<file path="config.mk">
export PLATFORM = sky130hd
export DESIGN_NAME = alu_ctrl_mc
export DESIGN_NICKNAME = d
export VERILOG_FILES = /design/src/rtl/alu_ctrl_mc.sv
export SDC_FILE = /design/constraint.sdc
export NUM_CORES = 1
export LEC_CHECK = 0
export ABC_CLOCK_PERIOD_IN_PS = 2600
export BUFFER_PORTS_ARGS = -buffer_cell sky130_fd_sc_hd__buf_2
export CORE_MARGIN = 3
export CORE_UTILIZATION = 55
export CTS_CLUSTER_DIAMETER = 200
export DETAILED_ROUTE_END_ITERATION = 8
export GPL_TIMING_DRIVEN = 0
export PLACE_DENSITY_LB_ADDON = 0.05
export SLEW_MARGIN = 20
export SYNTH_ARGS = -nofsm -noshare
export SYNTH_HDL_FRONTEND = slang
export SYNTH_SLANG_ARGS = --single-unit
</file>
<file path="constraint.sdc">
create_clock -name i_clk -period 2.6 [get_ports i_clk]
set_input_delay 0.13 -clock i_clk [delete_from_list [all_inputs] [get_ports i_clk]]
set_output_delay 0.13 -clock i_clk [all_outputs]
set_load 0.02 [all_outputs]
</file>
<file path="src/rtl/alu_ctrl_mc.sv">
// ALU control decoder with a registered decode stage and a multi-cycle
// occupancy tracker that stalls upstream during multiply/divide.
module alu_ctrl_mc #(
    parameter int FUNCTION_SIZE = 6,
    parameter int ALU_OP_SIZE   = 6,
    parameter int ALU_CTRL_SIZE = 4,
    parameter int MUL_CYCLES    = 4,
    parameter int DIV_CYCLES    = 32,
    parameter int CNT_SIZE      = 6
) (
    input  logic                     i_clk,
    input  logic                     i_reset,
    input  logic                     i_valid,
    input  logic                     i_flush,
    input  logic [FUNCTION_SIZE-1:0] i_funct_code,
    input  logic [ALU_OP_SIZE-1:0]   i_alu_op,
    output logic [ALU_CTRL_SIZE-1:0] o_alu_ctrl,
    output logic                     o_shamt_ctrl,
    output logic                     o_last_register_ctrl,
    output logic                     o_unsigned,
    output logic                     o_valid,
    output logic                     o_illegal,
    output logic                     o_busy,
    output logic                     o_mc_done
);

    typedef enum logic [1:0] {ST_IDLE, ST_MUL, ST_DIV} state_e;

    localparam logic [ALU_OP_SIZE-1:0] OP_RTYPE = ALU_OP_SIZE'(6'h00);
    localparam logic [ALU_OP_SIZE-1:0] OP_JAL   = ALU_OP_SIZE'(6'h03);
    localparam logic [ALU_OP_SIZE-1:0] OP_BEQ   = ALU_OP_SIZE'(6'h04);
    localparam logic [ALU_OP_SIZE-1:0] OP_BNE   = ALU_OP_SIZE'(6'h05);
    localparam logic [ALU_OP_SIZE-1:0] OP_ADDI  = ALU_OP_SIZE'(6'h08);
    localparam logic [ALU_OP_SIZE-1:0] OP_SLTI  = ALU_OP_SIZE'(6'h0A);
    localparam logic [ALU_OP_SIZE-1:0] OP_ANDI  = ALU_OP_SIZE'(6'h0C);
    localparam logic [ALU_OP_SIZE-1:0] OP_ORI   = ALU_OP_SIZE'(6'h0D);
    localparam logic [ALU_OP_SIZE-1:0] OP_XORI  = ALU_OP_SIZE'(6'h0E);
    localparam logic [ALU_OP_SIZE-1:0] OP_LUI   = ALU_OP_SIZE'(6'h0F);
    localparam logic [ALU_OP_SIZE-1:0] OP_LB    = ALU_OP_SIZE'(6'h20);
    localparam logic [ALU_OP_SIZE-1:0] OP_LH    = ALU_OP_SIZE'(6'h21);
    localparam logic [ALU_OP_SIZE-1:0] OP_LW    = ALU_OP_SIZE'(6'h23);
    localparam logic [ALU_OP_SIZE-1:0] OP_LBU   = ALU_OP_SIZE'(6'h24);
    localparam logic [ALU_OP_SIZE-1:0] OP_LHU   = ALU_OP_SIZE'(6'h25);
    localparam logic [ALU_OP_SIZE-1:0] OP_LWU   = ALU_OP_SIZE'(6'h27);
    localparam logic [ALU_OP_SIZE-1:0] OP_SB    = ALU_OP_SIZE'(6'h28);
    localparam logic [ALU_OP_SIZE-1:0] OP_SH    = ALU_OP_SIZE'(6'h29);
    localparam logic [ALU_OP_SIZE-1:0] OP_SW    = ALU_OP_SIZE'(6'h2B);

    localparam logic [ALU_CTRL_SIZE-1:0] C_SLL  = ALU_CTRL_SIZE'(4'h0);
    localparam logic [ALU_CTRL_SIZE-1:0] C_SRL  = ALU_CTRL_SIZE'(4'h1);
    localparam logic [ALU_CTRL_SIZE-1:0] C_SRA  = ALU_CTRL_SIZE'(4'h2);
    localparam logic [ALU_CTRL_SIZE-1:0] C_ADD  = ALU_CTRL_SIZE'(4'h3);
    localparam logic [ALU_CTRL_SIZE-1:0] C_SUB  = ALU_CTRL_SIZE'(4'h4);
    localparam logic [ALU_CTRL_SIZE-1:0] C_AND  = ALU_CTRL_SIZE'(4'h5);
    localparam logic [ALU_CTRL_SIZE-1:0] C_OR   = ALU_CTRL_SIZE'(4'h6);
    localparam logic [ALU_CTRL_SIZE-1:0] C_XOR  = ALU_CTRL_SIZE'(4'h7);
    localparam logic [ALU_CTRL_SIZE-1:0] C_NOR  = ALU_CTRL_SIZE'(4'h8);
    localparam logic [ALU_CTRL_SIZE-1:0] C_SLT  = ALU_CTRL_SIZE'(4'h9);
    localparam logic [ALU_CTRL_SIZE-1:0] C_LUI  = ALU_CTRL_SIZE'(4'hA);
    localparam logic [ALU_CTRL_SIZE-1:0] C_BEQ  = ALU_CTRL_SIZE'(4'hB);
    localparam logic [ALU_CTRL_SIZE-1:0] C_BNE  = ALU_CTRL_SIZE'(4'hC);
    localparam logic [ALU_CTRL_SIZE-1:0] C_MUL  = ALU_CTRL_SIZE'(4'hD);
    localparam logic [ALU_CTRL_SIZE-1:0] C_DIV  = ALU_CTRL_SIZE'(4'hE);

    state_e                   state_q, state_d;
    logic [CNT_SIZE-1:0]      cnt_q, cnt_d;
    logic [ALU_CTRL_SIZE-1:0] alu_ctrl_q, alu_ctrl_d;
    logic                     shamt_q, shamt_d;
    logic                     last_q, last_d;
    logic                     unsigned_q, unsigned_d;
    logic                     valid_q, valid_d;
    logic                     illegal_q, illegal_d;
    logic                     mc_done_q, mc_done_d;

    logic [ALU_CTRL_SIZE-1:0] dec_ctrl;
    logic                     dec_shamt, dec_last, dec_uns, dec_ill, dec_mul, dec_div;
    logic                     busy, accept;

    assign busy   = (state_q != ST_IDLE);
    assign accept = i_valid & ~busy & ~i_flush;

    // NOTE: every combinational output gets a default first so no path can infer a latch.
    always_comb begin
        dec_ctrl  = C_SLL;
        dec_shamt = 1'b1;
        dec_last  = 1'b0;
        dec_uns   = 1'b0;
        dec_ill   = 1'b0;
        dec_mul   = 1'b0;
        dec_div   = 1'b0;
        case (i_alu_op)
            OP_RTYPE: begin
                case (i_funct_code)
                    FUNCTION_SIZE'(6'h00): begin dec_ctrl = C_SLL; dec_shamt = 1'b0; end
                    FUNCTION_SIZE'(6'h02): begin dec_ctrl = C_SRL; dec_shamt = 1'b0; end
                    FUNCTION_SIZE'(6'h03): begin dec_ctrl = C_SRA; dec_shamt = 1'b0; end
                    FUNCTION_SIZE'(6'h04): dec_ctrl = C_SLL;
                    FUNCTION_SIZE'(6'h06): dec_ctrl = C_SRL;
                    FUNCTION_SIZE'(6'h07): dec_ctrl = C_SRA;
                    FUNCTION_SIZE'(6'h09): begin dec_ctrl = C_SLL; dec_shamt = 1'b0; dec_last = 1'b1; end
                    FUNCTION_SIZE'(6'h18): begin dec_ctrl = C_MUL; dec_mul = 1'b1; end
                    FUNCTION_SIZE'(6'h19): begin dec_ctrl = C_MUL; dec_mul = 1'b1; dec_uns = 1'b1; end
                    FUNCTION_SIZE'(6'h1A): begin dec_ctrl = C_DIV; dec_div = 1'b1; end
                    FUNCTION_SIZE'(6'h1B): begin dec_ctrl = C_DIV; dec_div = 1'b1; dec_uns = 1'b1; end
                    FUNCTION_SIZE'(6'h20), FUNCTION_SIZE'(6'h21): dec_ctrl = C_ADD;
                    FUNCTION_SIZE'(6'h22), FUNCTION_SIZE'(6'h23): dec_ctrl = C_SUB;
                    FUNCTION_SIZE'(6'h24): dec_ctrl = C_AND;
                    FUNCTION_SIZE'(6'h25): dec_ctrl = C_OR;
                    FUNCTION_SIZE'(6'h26): dec_ctrl = C_XOR;
                    FUNCTION_SIZE'(6'h27): dec_ctrl = C_NOR;
                    FUNCTION_SIZE'(6'h2A): dec_ctrl = C_SLT;
                    default:               dec_ill  = 1'b1;
                endcase
            end
            OP_LB, OP_LH, OP_LW, OP_LBU, OP_LHU, OP_LWU,
            OP_SB, OP_SH, OP_SW, OP_ADDI: dec_ctrl = C_ADD;
            OP_ANDI: dec_ctrl = C_AND;
            OP_ORI:  dec_ctrl = C_OR;
            OP_XORI: dec_ctrl = C_XOR;
            OP_SLTI: dec_ctrl = C_SLT;
            OP_LUI:  dec_ctrl = C_LUI;
            OP_BEQ:  dec_ctrl = C_BEQ;
            OP_BNE:  dec_ctrl = C_BNE;
            OP_JAL:  begin dec_ctrl = C_SLL; dec_last = 1'b1; end
            default: dec_ill = 1'b1;
        endcase
        // Undecodable instructions carry no control at all, only the illegal flag.
        if (dec_ill) begin
            dec_ctrl  = C_SLL;
            dec_shamt = 1'b0;
            dec_last  = 1'b0;
            dec_uns   = 1'b0;
            dec_mul   = 1'b0;
            dec_div   = 1'b0;
        end
    end

    always_comb begin
        state_d   = state_q;
        cnt_d     = cnt_q;
        mc_done_d = 1'b0;
        if (i_flush) begin
            state_d = ST_IDLE;
            cnt_d   = '0;
        end else begin
            case (state_q)
                ST_IDLE: begin
                    if (accept && dec_mul) begin
                        state_d = ST_MUL;
                        cnt_d   = CNT_SIZE'(MUL_CYCLES - 1);
                    end else if (accept && dec_div) begin
                        state_d = ST_DIV;
                        cnt_d   = CNT_SIZE'(DIV_CYCLES - 1);
                    end
                end
                ST_MUL, ST_DIV: begin
                    if (cnt_q <= CNT_SIZE'(1)) begin
                        state_d   = ST_IDLE;
                        mc_done_d = (cnt_q == CNT_SIZE'(1));
                    end
                    if (cnt_q != '0) cnt_d = cnt_q - CNT_SIZE'(1);
                end
                default: begin
                    state_d = ST_IDLE;
                    cnt_d   = '0;
                end
            endcase
        end
    end

    // Decoded fields only move on accept; otherwise they keep the last instruction.
    always_comb begin
        valid_d    = accept;
        alu_ctrl_d = alu_ctrl_q;
        shamt_d    = shamt_q;
        last_d     = last_q;
        unsigned_d = unsigned_q;
        illegal_d  = illegal_q;
        if (accept) begin
            alu_ctrl_d = dec_ctrl;
            shamt_d    = dec_shamt;
            last_d     = dec_last;
            unsigned_d = dec_uns;
            illegal_d  = dec_ill;
        end
    end

    // NOTE: state registers use non-blocking assignments so all flops update together.
    always_ff @(posedge i_clk or posedge i_reset) begin
        if (i_reset) begin
            state_q    <= ST_IDLE;
            cnt_q      <= '0;
            alu_ctrl_q <= '0;
            shamt_q    <= 1'b0;
            last_q     <= 1'b0;
            unsigned_q <= 1'b0;
            valid_q    <= 1'b0;
            illegal_q  <= 1'b0;
            mc_done_q  <= 1'b0;
        end else begin
            state_q    <= state_d;
            cnt_q      <= cnt_d;
            alu_ctrl_q <= alu_ctrl_d;
            shamt_q    <= shamt_d;
            last_q     <= last_d;
            unsigned_q <= unsigned_d;
            valid_q    <= valid_d;
            illegal_q  <= illegal_d;
            mc_done_q  <= mc_done_d;
        end
    end

    assign o_alu_ctrl           = alu_ctrl_q;
    assign o_shamt_ctrl         = shamt_q;
    assign o_last_register_ctrl = last_q;
    assign o_unsigned           = unsigned_q;
    assign o_valid              = valid_q;
    assign o_illegal            = illegal_q;
    assign o_busy               = busy;
    assign o_mc_done            = mc_done_q;

endmodule

</file>
==> results by group, run 1 <==
Flow run
  • # Max-Cap Violations: 0

Setup path
  • Critical path class: flip-flop to flip-flop
  • Crit start category: flip-flop
  • CP required: ~2800 ps
  • Arrival time worst endpoint: 2440 ps
  • Worst Path Max Fanout: 10
  • Worst Setup End Kind: flip-flop

Logic synthesis
  • Post-synthesis cell area: about 1500 sq um
  • Most used flip-flop cell after synthesis: dfrtp_1
  • Cell taking the most area after synthesis: dfrtp_1
  • Netlist cell types: 50
  • Seq/Total Area, Yosys: between 30% and 40%
  • Syn avg cell area: 7.85 sq um
  • Post-synthesis cell count: 191
  • Area contributors post-synth: dfrtp_1 (30%), nand2b_1 (5.4%), nand2_1 (4.5%)
  • Synth warn: 0
  • Share of the synthesized area in the top cell type: 30.1%
  • Top post-synthesis cells by count: dfrtp_1 (18), nand2_1 (18), clkbuf_1 (14)
  • Mapped Nets: 211
  • Number of synthesized flops with an enable pin: 0
  • Asr flop ratio synth: 100%
  • Synth Register Bits: 18

Power and ir drop
  • Max IR drop VDD: 0.000416 V
  • Leakage: 0.744 nW
  • Power Density: 384 nW/um^2

Floorplan
  • Die area: around 3400 sq um
  • Initial core utilization: 58.9%
  • Core Area: 2540 sq um
  • Row count: 18
  • Io pins: 27
  • Die Ht: 58.2 um
  • Die W: 58.2 um

CTS
  • # Post-CTS Setup Buffers: 0
  • Post-CTS sizing: 0
  • CTS Sinks: 18
  • CTS tree: yes
  • CTS buffer count: 3
  • Clk slew on worst S/H paths: 110 ps
  • Worst-skew pair later-pin latency: 300 ps
  • H-Tree Depth: 1
  • Clock buffer depth: 2
  • Hold buffer count at cts: 1
  • Clk root buf: clkbuf_4

Placement
  • Dpl ws: 447 ps
  • DP HPWL: 2.78 mm
  • Gpl congestion: 0.924
  • Port Buffers: 21
  • Placed insts: approximately 240

Detailed routing
  • Post-route DRC: 0
  • TritonRoute pass-1 iters: 4
  • Antenna Violating Nets Remaining: 0
  • Per-cell routed wire length: 14.6 um
  • Vias: 1,529
  • Initial DRC Count: 87
  • DRT Wirelength: 3.60 mm
  • Vias/cell: around 6.2

STA
  • Final Slew Violations: 0
  • Final setup fails: 0
  • Max Clock Skew: 0.891 ps
  • Final worst slack: 381 ps
  • RSZ-0062 raised after global routing: false
  • Slew @ Worst Pin: 706 ps
  • Setup TNS: 0 ps
  • Crit share post-route: 85.3%
  • Relative slew slack: 52.3%
  • Final hold violation count: 0
  • Fmax: 0.451 GHz
  • Final min period: 2220 ps
  • Hold slack: around 190 ps

Global routing
  • Initial antenna violation count: 0
  • Gr usage total: 24.1%
  • First-pass GRT wire length: 6.46 mm
  • Largest net degree at the start of global routing: 19
  • GR Overflow Total: 0
  • Number of global-route vias before repair: between 1,000 and 1,500

Finish
  • Non-filler cells, final: around 250
  • Layout area overhead: 12.6%
  • Share of layout cells above drive strength 1: 13.4%
  • N_diodes: 0
  • Nets@finish: 238
  • Fill cells: 230

Status
  • Status: finished clean

Min path
  • Min-delay worst type: input pin to flip-flop
==> final timing paths <==
check | start | to | slack [ps] | depth (start not counted)
max | cnt_q[3]$_DFFE_PP0P_ | cnt_q[5]$_DFFE_PP0P_ | 380 | 6
min | i_valid | state_q[0]$_DFFE_PP0P_ | 190 | 3
max reg2reg | cnt_q[3]$_DFFE_PP0P_ | cnt_q[5]$_DFFE_PP0P_ | 380 | 6
min reg2reg | o_last_register_ctrl$_DFFE_PP0P_ | o_last_register_ctrl$_DFFE_PP0P_ | 490 | 2
max in group asynchronous | i_reset | cnt_q[4]$_DFFE_PP0P_ | 1710 | 3
min in group asynchronous | i_reset | o_illegal$_DFFE_PP0P_ | 460 | 3
==> report_power, final <==
group	switching [W]	internal [W]	total (W)
Clock	0.0000935	0.0000856	0.000179
Sequential	0.0000132	0.000294	0.000307
Combinational	0.000100	0.0000616	0.000162
Total	0.000207	0.000441	0.000648
==> routing by layer <==
layer	global-route usage, %	vias up	routed length (um)
met1	35.0	714	1730
met5	0	-	0
met4	4.97	0	30
li1	-	751	-
met2	37.7	57	1610
met3	4.23	7	239
==> state kept, by name, indices dropped and copies added, names as in the netlist <==
signal                flops
o_mc_done                 1
o_shamt_ctrl              1
cnt_q                     6
state_q                   2
o_valid                   1
o_illegal                 1
o_last_register_ctrl      1
o_alu_ctrl                4
o_unsigned                1
==> cells by family after synthesis <==
family	after synthesis	share of synthesized area, %
XOR/XNOR	1	0.584
flip-flops	18	30.0
buffers and inverters	27	6.76
adder cells (fa/ha/maj)	4	3.34
AO/OA/AOI/OAI	63	30.2
AND/OR/NAND/NOR	78	29.0
==> through the flow <==
stage | utilization, % | instance area, sq um | power [W]
floorplan | - | 1500 | 0.000424
global placement | 64.5 | 1640 | 0.000464
detailed placement | 64.5 | 1640 | 0.000472
CTS | 66.3 | 1690 | 0.000653
global route | 66.3 | 1690 | 0.000686
finish | 66.3 | 1690 | 0.000648
==> final cells by class <==
type | instances | area (sq um) | area share [%]
buffer | 14 | 52.6 | 3.11
clock buffer | 4 | 36.3 | 2.15
inverter | 13 | 48.8 | 2.89
multi-input combinational | 146 | 947 | 56.1
sequential | 18 | 450 | 26.7
tap | 30 | 37.5 | 2.22
timing repair buffer | 22 | 115 | 6.82
==> layout by cell type (no fill, tap or decap), types with 3 or more instances in the layout <==
master / instances
or3_1: 3
clkbuf_4: 3
o21ai_1: 3
buf_2: 21
inv_1: 13
dfrtp_1: 18
o21ai_0: 13
nor2_1: 11
nand3_1: 3
a21o_1: 3
a41oi_1: 3
o31ai_1: 3
nand3b_1: 3
nand2_1: 18
nor2b_1: 5
clkbuf_1: 14
a21oi_1: 10
nor3_1: 6
ha_1: 4
nand2b_1: 13
==> critical path, stage by stage (launching register included) <==
cell and delay, ps:
dfrtp_1 430, or3_1 400, nor4b_1 450, a21o_1 240
clkbuf_1 320, o21ai_0 190, o31ai_1 100
No activity file was read; power rests on OpenSTA's default activity.
==> run 2, diff against run 1 <==
--- a/config.mk
+++ b/config.mk
@@ -13,6 +13,7 @@
 export DETAILED_ROUTE_END_ITERATION = 8
 export GPL_TIMING_DRIVEN = 0
 export PLACE_DENSITY_LB_ADDON = 0.05
+export REMOVE_ABC_BUFFERS = 1
 export SLEW_MARGIN = 20
 export SYNTH_ARGS = -nofsm -noshare
 export SYNTH_HDL_FRONTEND = slang
==> run 2 against run 1 <==
  * Wire length is 2.3% lower
  * Via count is 1.8% lower
  * Total power is 0.74% lower
  * Fmax is 4.1% higher
  * Sequential power hardly changed
  * Register-to-register slack better by 90 ps
  * Global-route usage is 1.7 points lower
  * Non-clock buffer count is 9 lower
  * Core utilization is 1.1 points lower
  * Worst setup slack better by 87 ps
  * Critical path type unchanged
  * Highest routed layer unchanged
==> results by group, run 2 (synthesis results as in run 1) <==
Floorplan
  • Io pins: 27
  • Row count: 18
  • Die Ht: just under 60 um
  • Core Area: 2540 sq um
  • Die area: 3390 sq um
  • Die W: 58.2 um
  • Initial core utilization: around 59%

CTS
  • Post-CTS sizing: 0
  • CTS buffer count: 3
  • Clk slew on worst S/H paths: 110 ps
  • Worst-skew pair later-pin latency: 300 ps
  • Clock buffer depth: 2
  • H-Tree Depth: 1
  • Hold buffer count at cts: 1
  • CTS tree: yes
  • # Post-CTS Setup Buffers: 0
  • Clk root buf: clkbuf_4
  • CTS Sinks: 18

Finish
  • Number of flip-flops in the largest register: 6
  • Share of layout cells above drive strength 1: 16.3%
  • Commonest non-fill, non-tap cell in the layout: buf_2
  • N_diodes: 0
  • Largest Register: cnt_q
  • Nets@finish: 229
  • Final Instance Area: 1660 sq um
  • Layout area overhead: 10.8%
  • Commonest non-fill, non-tap cells in the layout: buf_2 (26), nand2_1 (18), dfrtp_1 (18)

Global routing
  • Number of global-route vias before repair: ~1,400
  • Largest net degree at the start of global routing: 19
  • GR Overflow Total: 0
  • Initial antenna violation count: 0
  • First-pass GRT wire length: 6.07 mm
  • Gr usage total: 22.5%

STA
  • Final hold violation count: 0
  • Max Clock Skew: 2.36 ps
  • Final min period: 2130 ps
  • RSZ-0062 raised after global routing: false
  • Slew @ Worst Pin: about 720 ps
  • Final Slew Violations: 0
  • Relative slew slack: between 50% and 60%
  • Crit share post-route: 82.0%
  • Final setup fails: 0
  • Fmax: ~0.47 GHz
  • Final worst slack: 468 ps
  • Setup TNS: 0 ps

Setup path
  • Cells along the critical path: or3_1 > nor4b_1 > a21o_1 > nor4b_1 > a211o_1
  • CP required: 2800 ps
  • Worst Setup End Kind: flip-flop
  • Critical path class: flip-flop to flip-flop
  • Worst Path Max Fanout: 12
  • Crit start category: flip-flop
  • Arrival time worst endpoint: approximately 2300 ps
  • Critical Path Most Common Cell: nor4b_1
  • Max incr delay on CP: around 450 ps
  • Slowest-stage cell, CP: dfrtp_1

Detailed routing
  • Post-route DRC: 0
  • Antenna Violating Nets Remaining: 0
  • Vias/cell: 6.31
  • Vias: 1,501
  • DRT Wirelength: 3.52 mm
  • Initial DRC Count: 68
  • Per-cell routed wire length: ~15 um
  • TritonRoute pass-1 iters: 4

Placement
  • Area after DPL: around 1600 sq um
  • Gpl congestion: a little over 0.9
  • Dpl ws: about 450 ps
  • DP HPWL: 2.64 mm
  • Port Buffers: 26

Power and ir drop
  • Leakage: 0.747 nW
  • Max IR drop VDD: around 0.00033 V
  • Total power: approximately 0.00064 W
  • Power Density: around 390 nW/um^2

Min path
  • Min-delay worst type: input pin to flip-flop

Flow run
  • # Max-Cap Violations: 0

Status
  • Status: finished clean
run 2: report_power, final:
group	switching (W)	internal (W)
Combinational	0.0000981	0.0000601
Clock	0.0000928	0.0000854
Sequential	0.0000127	0.000294
Total	0.000204	0.000439
run 2: path summary, 6_finish.rpt:
path	startpoint	to	slack [ps]	cells past startpoint
setup / recovery	cnt_q[3]$_DFFE_PP0P_	cnt_q[2]$_DFFE_PP0P_	470	5
max in group asynchronous	i_reset	o_alu_ctrl[3]$_DFFE_PP0P_	1700	3
hold / removal	i_flush	cnt_q[4]$_DFFE_PP0P_	130	2
setup reg to reg	cnt_q[3]$_DFFE_PP0P_	cnt_q[2]$_DFFE_PP0P_	470	5
min in group asynchronous	i_reset	cnt_q[5]$_DFFE_PP0P_	470	3
hold reg to reg	o_alu_ctrl[3]$_DFFE_PP0P_	o_alu_ctrl[3]$_DFFE_PP0P_	490	2
run 2: layer usage:
layer  up-vias  track usage, %  wire length (um)  part of all wire, %
met5         -               0                 0                    0
met4         0            10.6                93                  2.6
met3        10            2.23               121                  3.4
met2        50            38.7              1780                   51
met1       707            28.0              1530                   43
li1        734               -                 -                    -
run 2: final cells by class:
| cell class | instances | area, sq um |
|---|---|---|
| fillers | 206 | 885 |
| flip-flops and latches | 18 | 450 |
| clock buffers | 4 | 36.3 |
| inverters | 13 | 48.8 |
| well taps | 30 | 37.5 |
| multi-input cells | 146 | 947 |
| repair buffers | 27 | 140 |
run 2: worst max-delay path: cells and delay by family (launching register included):
family          cells  cell delay, ps
compound gates      2             630
flops               1             450
simple gates        3             950
run 2: through the flow:
stage               std cells  hold slack, ps  utilization, %
detailed placement        233             265            63.4
floorplan                 177            68.6               -
CTS                       238             125            65.2
global route              238             151            65.2
finish                    238             133            65.2
global placement          233             248            63.4
